--- config.mk ---
export PLATFORM = sky130hd
export DESIGN_NAME = pipeline_control
export DESIGN_NICKNAME = d
export VERILOG_FILES = /design/src/rtl/cpu_types_pkg.sv /design/src/rtl/hazard_detect.sv /design/src/rtl/pipeline_control.sv
export SDC_FILE = /design/constraint.sdc
export NUM_CORES = 1
export LEC_CHECK = 0
export CORE_MARGIN = 2
export CORE_UTILIZATION = 30
export CTS_BUF_LIST = sky130_fd_sc_hd__clkbuf_4
export DETAILED_ROUTE_END_ITERATION = 10
export DONT_BUFFER_PORTS = 1
export PLACE_DENSITY_LB_ADDON = 0.15
export SYNTH_ARGS = -nofsm -noshare
export SYNTH_HDL_FRONTEND = slang
export SYNTH_SLANG_ARGS = --single-unit
--- constraint.sdc ---
create_clock -name CLK -period 1.7 [get_ports CLK]
set_clock_uncertainty 0.1 [all_clocks]
set_input_delay 0.17 -clock CLK [delete_from_list [all_inputs] [get_ports CLK]]
set_output_delay 0.17 -clock CLK [all_outputs]
set_load 0.05 [all_outputs]
--- src/rtl/cpu_types_pkg.sv ---
// Shared CPU types for the pipeline control slice: word/register types,
// writeback-source encoding and the stall/flush sequencer state enum.
package cpu_types_pkg;

    typedef logic [31:0] word_t;
    typedef logic [4:0]  regbits_t;

    localparam logic [1:0] MEMTOREG_LOAD = 2'd2;

    typedef enum logic [1:0] {
        RUN    = 2'd0,
        DWAIT  = 2'd1,
        HALTED = 2'd2
    } pctl_state_t;

endpackage

--- src/rtl/hazard_detect.sv ---
// Load-use comparator: flags an IF/ID instruction that reads the register
// a load in ID/EX is about to write. Purely combinational.
module hazard_detect
    import cpu_types_pkg::*;
#(
    parameter int REG_AW = 5
) (
    input  logic              regwrite_i,
    input  logic [1:0]        memtoreg_i,
    input  logic [REG_AW-1:0] dest_i,
    input  word_t             instr_i,
    output logic              load_use_o
);

    logic [REG_AW-1:0] rs;
    logic [REG_AW-1:0] rt;
    logic              unused_instr_bits;

    assign rs = REG_AW'(instr_i[25:21]);
    assign rt = REG_AW'(instr_i[20:16]);

    // opcode/funct/immediate fields play no part in the register compare
    assign unused_instr_bits = ^{instr_i[31:26], instr_i[15:0]};

    assign load_use_o = regwrite_i
                     && (memtoreg_i == MEMTOREG_LOAD)
                     && (dest_i != '0)
                     && ((dest_i == rs) || (dest_i == rt));

endmodule

--- src/rtl/pipeline_control.sv ---
// Stall/flush sequencer for the 5-stage pipeline (load-use, dmem wait,
// taken branch, halt). Optional perf counters enabled by PIPE_PERF_EN.
//
//   state  | meaning
//   RUN    | normal issue, hazards resolved by priority each cycle
//   DWAIT  | pipeline frozen waiting for the data port to hit
//   HALTED | halt retired; everything idle until RST
module pipeline_control
    import cpu_types_pkg::*;
#(
    parameter int REG_AW        = 5,
    parameter int DWAIT_TIMEOUT = 255,
    parameter int CNT_W         = 32
) (
    input  logic              CLK,
    input  logic              RST,
    input  logic              ihit,
    input  logic              dhit,
    input  logic              dmem_req_mem,
    input  logic              regwrite_id_ex,
    input  logic [1:0]        memtoreg_id_ex,
    input  logic [REG_AW-1:0] dest_id_ex,
    input  word_t             instr_if_id,
    input  logic              pcsrc_taken_mem,
    input  logic              halt_mem_wb,
    output logic              pc_en,
    output logic              if_id_en,
    output logic              id_ex_en,
    output logic              ex_mem_en,
    output logic              mem_wb_en,
    output logic              if_id_flush,
    output logic              id_ex_flush,
    output logic              ex_mem_flush,
    output logic              mem_wb_flush,
    output logic              imem_ren,
    output logic              halted,
    output logic              wait_err
`ifdef PIPE_PERF_EN
    ,
    output logic [CNT_W-1:0]  stall_cycles,
    output logic [CNT_W-1:0]  flush_events
`endif
);

    pctl_state_t state_q, state_d;
    logic [7:0]  wcnt_q, wcnt_d, wcnt_inc;
    logic        wait_err_q, wait_err_d;
    logic        load_use;
    logic        run_eval;
    logic        dmem_ok;

    hazard_detect #(.REG_AW(REG_AW)) u_hazard_detect (
        .regwrite_i (regwrite_id_ex),
        .memtoreg_i (memtoreg_id_ex),
        .dest_i     (dest_id_ex),
        .instr_i    (instr_if_id),
        .load_use_o (load_use)
    );

    always_ff @(posedge CLK or posedge RST) begin
        if (RST) begin
            state_q    <= RUN;
            wcnt_q     <= '0;
            wait_err_q <= 1'b0;
        end else begin
            state_q    <= state_d;
            wcnt_q     <= wcnt_d;
            wait_err_q <= wait_err_d;
        end
    end

    always_comb begin
        state_d      = state_q;
        pc_en        = 1'b0;
        if_id_en     = 1'b0;
        id_ex_en     = 1'b0;
        ex_mem_en    = 1'b0;
        mem_wb_en    = 1'b0;
        if_id_flush  = 1'b0;
        id_ex_flush  = 1'b0;
        ex_mem_flush = 1'b0;
        mem_wb_flush = 1'b0;
        imem_ren     = 1'b0;
        run_eval     = 1'b0;
        dmem_ok      = 1'b1;

        case (state_q)
            RUN: begin
                run_eval = 1'b1;
                dmem_ok  = !(dmem_req_mem && !dhit);
            end
            DWAIT: begin
                // the hit cycle re-runs the RUN priorities with the data access done
                if (dhit) run_eval = 1'b1;
                else      mem_wb_flush = 1'b1;
            end
            default: ;
        endcase

        if (run_eval) begin
            imem_ren = 1'b1;
            state_d  = RUN;
            if (halt_mem_wb) begin
                state_d = HALTED;
            end else if (!dmem_ok) begin
                state_d      = DWAIT;
                mem_wb_flush = 1'b1;
                imem_ren     = 1'b0;
            end else if (pcsrc_taken_mem) begin
                pc_en        = 1'b1;
                if_id_en     = 1'b1;
                id_ex_en     = 1'b1;
                ex_mem_en    = 1'b1;
                mem_wb_en    = 1'b1;
                if_id_flush  = 1'b1;
                id_ex_flush  = 1'b1;
                ex_mem_flush = 1'b1;
            end else if (load_use || !ihit) begin
                id_ex_en    = 1'b1;
                ex_mem_en   = 1'b1;
                mem_wb_en   = 1'b1;
                id_ex_flush = 1'b1;
            end else begin
                pc_en     = 1'b1;
                if_id_en  = 1'b1;
                id_ex_en  = 1'b1;
                ex_mem_en = 1'b1;
                mem_wb_en = 1'b1;
            end
        end

        if (RST) begin
            pc_en        = 1'b0;
            if_id_en     = 1'b0;
            id_ex_en     = 1'b0;
            ex_mem_en    = 1'b0;
            mem_wb_en    = 1'b0;
            if_id_flush  = 1'b0;
            id_ex_flush  = 1'b0;
            ex_mem_flush = 1'b0;
            mem_wb_flush = 1'b0;
            imem_ren     = 1'b0;
        end
    end

    always_comb begin
        wcnt_inc   = (wcnt_q == 8'hFF) ? wcnt_q : wcnt_q + 8'd1;
        wcnt_d     = '0;
        wait_err_d = wait_err_q;
        if (state_q == DWAIT) begin
            if ((DWAIT_TIMEOUT != 0) && (int'(wcnt_inc) == DWAIT_TIMEOUT))
                wait_err_d = 1'b1;
            if (state_d == DWAIT)
                wcnt_d = wcnt_inc;
        end
    end

    assign halted   = (state_q == HALTED);
    assign wait_err = wait_err_q;

`ifdef PIPE_PERF_EN
    logic [CNT_W-1:0] stall_q;
    logic [CNT_W-1:0] flush_q;

    // only a taken branch raises ex_mem_flush, so it marks one flush event
    always_ff @(posedge CLK or posedge RST) begin
        if (RST) begin
            stall_q <= '0;
            flush_q <= '0;
        end else begin
            if (!pc_en && (state_q != HALTED) && (stall_q != '1))
                stall_q <= stall_q + CNT_W'(1);
            if (ex_mem_flush && (flush_q != '1))
                flush_q <= flush_q + CNT_W'(1);
        end
    end

    assign stall_cycles = stall_q;
    assign flush_events = flush_q;
`else
    // counters and their ports are left out of this build
`endif

endmodule

After elaboration in Yosys (flattened, before gate mapping)
Index checks and enable logic that the tools add are counted.
- add/subtract/negate cells: 1
- eq/ne operators: 8
- multiplexer cells: 39
- reductions and logical operators: 12
- operators by type and width (operator ; number):
    1-bit 2-to-1 mux ; 33
    8-bit 2-to-1 mux ; 3
    5-bit == test ; 2
    8-bit by 1-bit adder with 8-bit output (second input constant) ; 1
    8-bit by 1-bit == test with 1-bit output (second input constant) ; 1
    8-bit == test (second input constant) ; 1
    5-bit nonzero test ; 1
    2-bit by 1-bit == test with 1-bit output (second input constant) ; 2
    2-bit == test (second input constant) ; 2
    1-bit logical AND ; 4
    2-bit 2-to-1 mux ; 2
    1-bit logical NOT ; 3
    2-bit logical NOT ; 1
    1-bit logical OR ; 2
    1-bit one-hot mux with 2 select lines ; 1
    2-bit AND reduction ; 1
- register bits after elaboration: 11
- output and inout port bits: 12

Logic depth before layout (Yosys ltp)
- word-level depth: 11
- gate-level depth with buffers: 6

Modules after synthesis
A second synthesis with hierarchy kept.
- cells, all modules: 105
- area total of the unflattened synthesis: 857.1 um2
- modules (own cells, without submodules) (module ; instances ; cells an instance ; area an instance (um2) ; seq. area each (um2)):
    pipeline_control ; 1 ; 86 ; 724.4 ; 275.3
    hazard_detect ; 1 ; 19 ; 132.6 ; 0.0

Worst setup path after synthesis
Ideal clock, no wire load.
- kind: flip-flop to output port
- start: register state_q[1]
- end: output port id_ex_flush
- data arrival time: 2.278 ns
- path slack: -0.848 ns
- stages on the path, launching flop included: 5
- cells stage by stage: dfrtp_1 > inv_1 > o2111a_1 > nand2_1 > o21ai_0
- longest elaborated chain between the ends: 6
- elaborated cells on any way between the ends: 8
- classes of those cells: eq/ne (1); mux (6); reduce/logical (1)
- ends and longest elaborated chain (what ; line ; source):
    from (decl) ; pipeline_control.sv:45 ; pctl_state_t state_q, state_d;
    from (signal assigned) ; pipeline_control.sv:66 ; state_q <= state_d;
    2-bit logical NOT ; pipeline_control.sv:87 ; case (state_q)
    1-bit 2-to-1 mux ; pipeline_control.sv:87 ;
    1-bit 2-to-1 mux ; pipeline_control.sv:105 ; end else if (!dmem_ok) begin
    1-bit 2-to-1 mux ; pipeline_control.sv:103 ; if (halt_mem_wb) begin
    1-bit 2-to-1 mux (*) ; pipeline_control.sv:100 ; if (run_eval) begin
    1-bit 2-to-1 mux (*) ; pipeline_control.sv:132 ; if (RST) begin
    to (decl) ; pipeline_control.sv:32 ; output logic id_ex_flush,
Every way passes the cells marked *; elsewhere a longest branch is shown, timed or not.

Worst setup path in the final report
- start: register state_q[1]
- end: output port if_id_en
- longest elaborated chain between the ends: 6
- elaborated cells on any way between the ends: 8
- classes of those cells: eq/ne (1); mux (6); reduce/logical (1)
- ends and longest elaborated chain (what ; line ; source):
    2-bit logical NOT ; pipeline_control.sv:87 ;
    1-bit 2-to-1 mux ; pipeline_control.sv:87 ;
    1-bit 2-to-1 mux ; pipeline_control.sv:105 ;
    1-bit 2-to-1 mux ; pipeline_control.sv:103 ;
    1-bit 2-to-1 mux (*) ; pipeline_control.sv:100 ;
    1-bit 2-to-1 mux (*) ; pipeline_control.sv:132 ;
    to (decl) ; pipeline_control.sv:27 ; output logic if_id_en,
Marked as above.

==> reports/metrics.cfg <==
[logic_synthesis]
synth-simple-area-share = 0.249
synth_xor_area_frac = 0.146
synth_mux_area_frac = 0.0119
synth_compound_area_frac = 0.168
synth_cell_types = 37
avgSynthCellArea_sq_um = 8.48
synth_top_family_by_area = simple AND/OR/NAND/NOR gates
synth_top_flop_cell = dfrtp_1
synth_area_sq_um = 840
ys_seq_area_frac = 0.328
synth-seq-cells = 11
yosysWarnings = 0
synthAdderAreaFrac = 0.0149
syn-num-nets = 147
synth_edf_count = 0
async_flop_share = 1.00
post_synth_inst_count = 99

[global_routing]
grt-ovfl-total = 0
grt_pass1_wl_mm = 3.19
grt_start_max_net_pins = 12
grt_util_all_layers = 0.125
grt_pass1_vias = 775
antenna_found_initial = 0

[sta]
rsz0062_at_grt = true
fin_crit_ns = 1.93
relSlewSlack = 0.681
timing.final.crit_share = 1.14
maxSlewViolCount = 0
setup_slack_ns = -0.234
max_slew.worst_pin.slew_ns = 0.478
hold_violations = 0
fin_tns_setup_ns = -0.948
timing.fmax_ghz = 0.517
setup_violations = 6

[floorplan]
core_area_sq_um = 2710
start_util = 0.310
rows = 19
die-area_sq_um = 3240
fp.dieW_um = 56.9
io_pins = 59
die_h_um = 56.9

[worst_hold_path]
min_delay_path_depth = 2
hold_class = in -> reg

[power_and_ir_drop]
p_comb_frac = 0.093
power.switching_uw = 116
power_frac_seq = 0.514
peakVddDrop_uv = 333
p_int_uw = 393
clkPwrFrac = 0.393
power_density_nw_per_um2 = 451
p_total_uw = 508
power.leakage_nw = 0.488
p_sw_frac = 0.227

[clock_tree]
clk_latency_ns = 0.27
cts_tree = done
numCtsBuffers = 3
clock-sinks = 11
htreeDepth = 1
root_buffer = clkbuf_4
clkTransAtPathRegs_ns = 0.07
clk_path_buf_depth = 2

[place]
preCtsSetupSlack_ns = 0.0260
dp_hpwl_mm = 1.38
gp_congestion = 0.737
placed_cell_area_sq_um = 1020
port_buffers = 0

[finish]
syn_to_final_growth_pct = 34.1
nNetsFinal = 166
stdcell_area_sq_um = 1130
layout-drive-gt1-share = 0.316
final_cell_mix = xor2_1, buf_4, dfrtp_1
fill_cells = 290
layout_commonest_cell = xor2_1
antennaDiodeCount = 0
postLayoutCoreUtil = 0.416

[detailed_routing]
wirelength_mm = 1.83
vias = 767
wl_per_cell_um = 12.3
drc_errors = 0
ant_nets = 0
dr.pass1.iters = 2
vias_per_cell = 5.18
drtIter0Drc = 17

[worst_setup_path]
setup.worst_path.end_class = output port
reg2reg_depth = 6
critPathKind = reg -> out
critPathMaxFanout = 7
critPathLaunchType = flop
cp.required_ns = 1.43
arrival_ns = 1.66
r2r_slack_ns = 0.09

[outcome]
violations = setup timing
outcome = complete, but fails checks

[run]
drv_cap = 0

## logic make-up (layout without fill, tap and decap cells)
kind of cell / after synthesis / in the layout
fa+ha+maj: 1 / 1
mux: 1 / 1
buf+inv: 12 / 30
flops: 11 / 11
simple gates: 38 / 38
xor+xnor: 14 / 14
compound gates: 22 / 22
## critical path, cell delays in order (launching register included)
cell	delay, ns
dfrtp_1	0.41
inv_2	0.06
o2111a_2	0.22
buf_12	0.22
o21ai_2	0.08
o21ba_4	0.26
buf_12	0.14
## state kept, by name, summed over array words and instances, names as in the netlist
| signal | count |
|---|---|
| wcnt_q | 8 |
| wait_err | 1 |
| state_q | 2 |
## power groups by stage
stage / registers, mW / clock network [mW] / logic, mW
6_report: 0.261 / 0.200 / 0.0473
5_1_grt: 0.261 / 0.225 / 0.0539
4_1_cts: 0.261 / 0.209 / 0.0433
3_5_place_dp: 0.267 / 0 / 0.0392
3_3_place_gp: 0.267 / 0 / 0.0385
2_1_floorplan: 0.267 / 0 / 0.0320
## layer usage
layer | vias up | track usage | share of wire
met5 | - | 0 | 0
met4 | 0 | 0.0399 | 0.0077
met3 | 2 | 0.0507 | 0.055
met2 | 20 | 0.200 | 0.47
met1 | 358 | 0.152 | 0.46
li1 | 387 | - | -
## Yosys cell counts (2+ instances only)
library cell | instances | area [sq um]
inv_1 | 6 | 22.5
a21oi_1 | 6 | 30.0
nor3_1 | 6 | 30.0
xor2_1 | 12 | 105
nor2_1 | 10 | 37.5
xnor2_1 | 2 | 17.5
dfrtp_1 | 11 | 275
a31oi_1 | 2 | 12.5
nand2_1 | 4 | 15.0
o21ai_0 | 6 | 30.0
buf_4 | 4 | 30.0
nand4_1 | 2 | 12.5
nand3_1 | 4 | 20.0
## worst paths after layout
check,endpoint,from
min in group asynchronous,wcnt_q[5]$_DFF_PP0_,RST
setup reg to reg,wait_err$_DFFE_PP0P_,wcnt_q[1]$_DFF_PP0_
setup / recovery,if_id_en,state_q[1]$_DFF_PP0_
hold reg to reg,wcnt_q[7]$_DFF_PP0_,wcnt_q[7]$_DFF_PP0_
hold / removal,state_q[0]$_DFF_PP0_,dmem_req_mem
max in group asynchronous,wcnt_q[4]$_DFF_PP0_,RST
## per-stage QoR
stage | cells | hold slack, ns
floorplan | 99 | -0.130
global placement | 140 | -0.0320
detailed placement | 140 | -0.0307
CTS | 146 | 0.00750
global route | 148 | 0.0127
finish | 148 | 0.0158
## timing repair
| action | CTS | global route |
|---|---|---|
| endpoints found under the setup margin | 6 | 7 |
| hold buffers | 2 | 0 |
| buffers inserted | 0 | 2 |
| cloned | 0 | 0 |
| hold endpoints to repair | 13 | 0 |
| pin swaps | 1 | 2 |
| gates resized for setup | 1 | 8 |
## area by class of cell
type | instances | area [sq um] | share of cell area
clock buffers | 4 | 30.0 | 0.0267
well taps | 31 | 38.8 | 0.0344
repair buffers | 20 | 216 | 0.192
flip-flops and latches | 11 | 275 | 0.244
inverters | 6 | 26.3 | 0.0233
multi-input cells | 76 | 539 | 0.479
(Power assumes the default switching activity.)
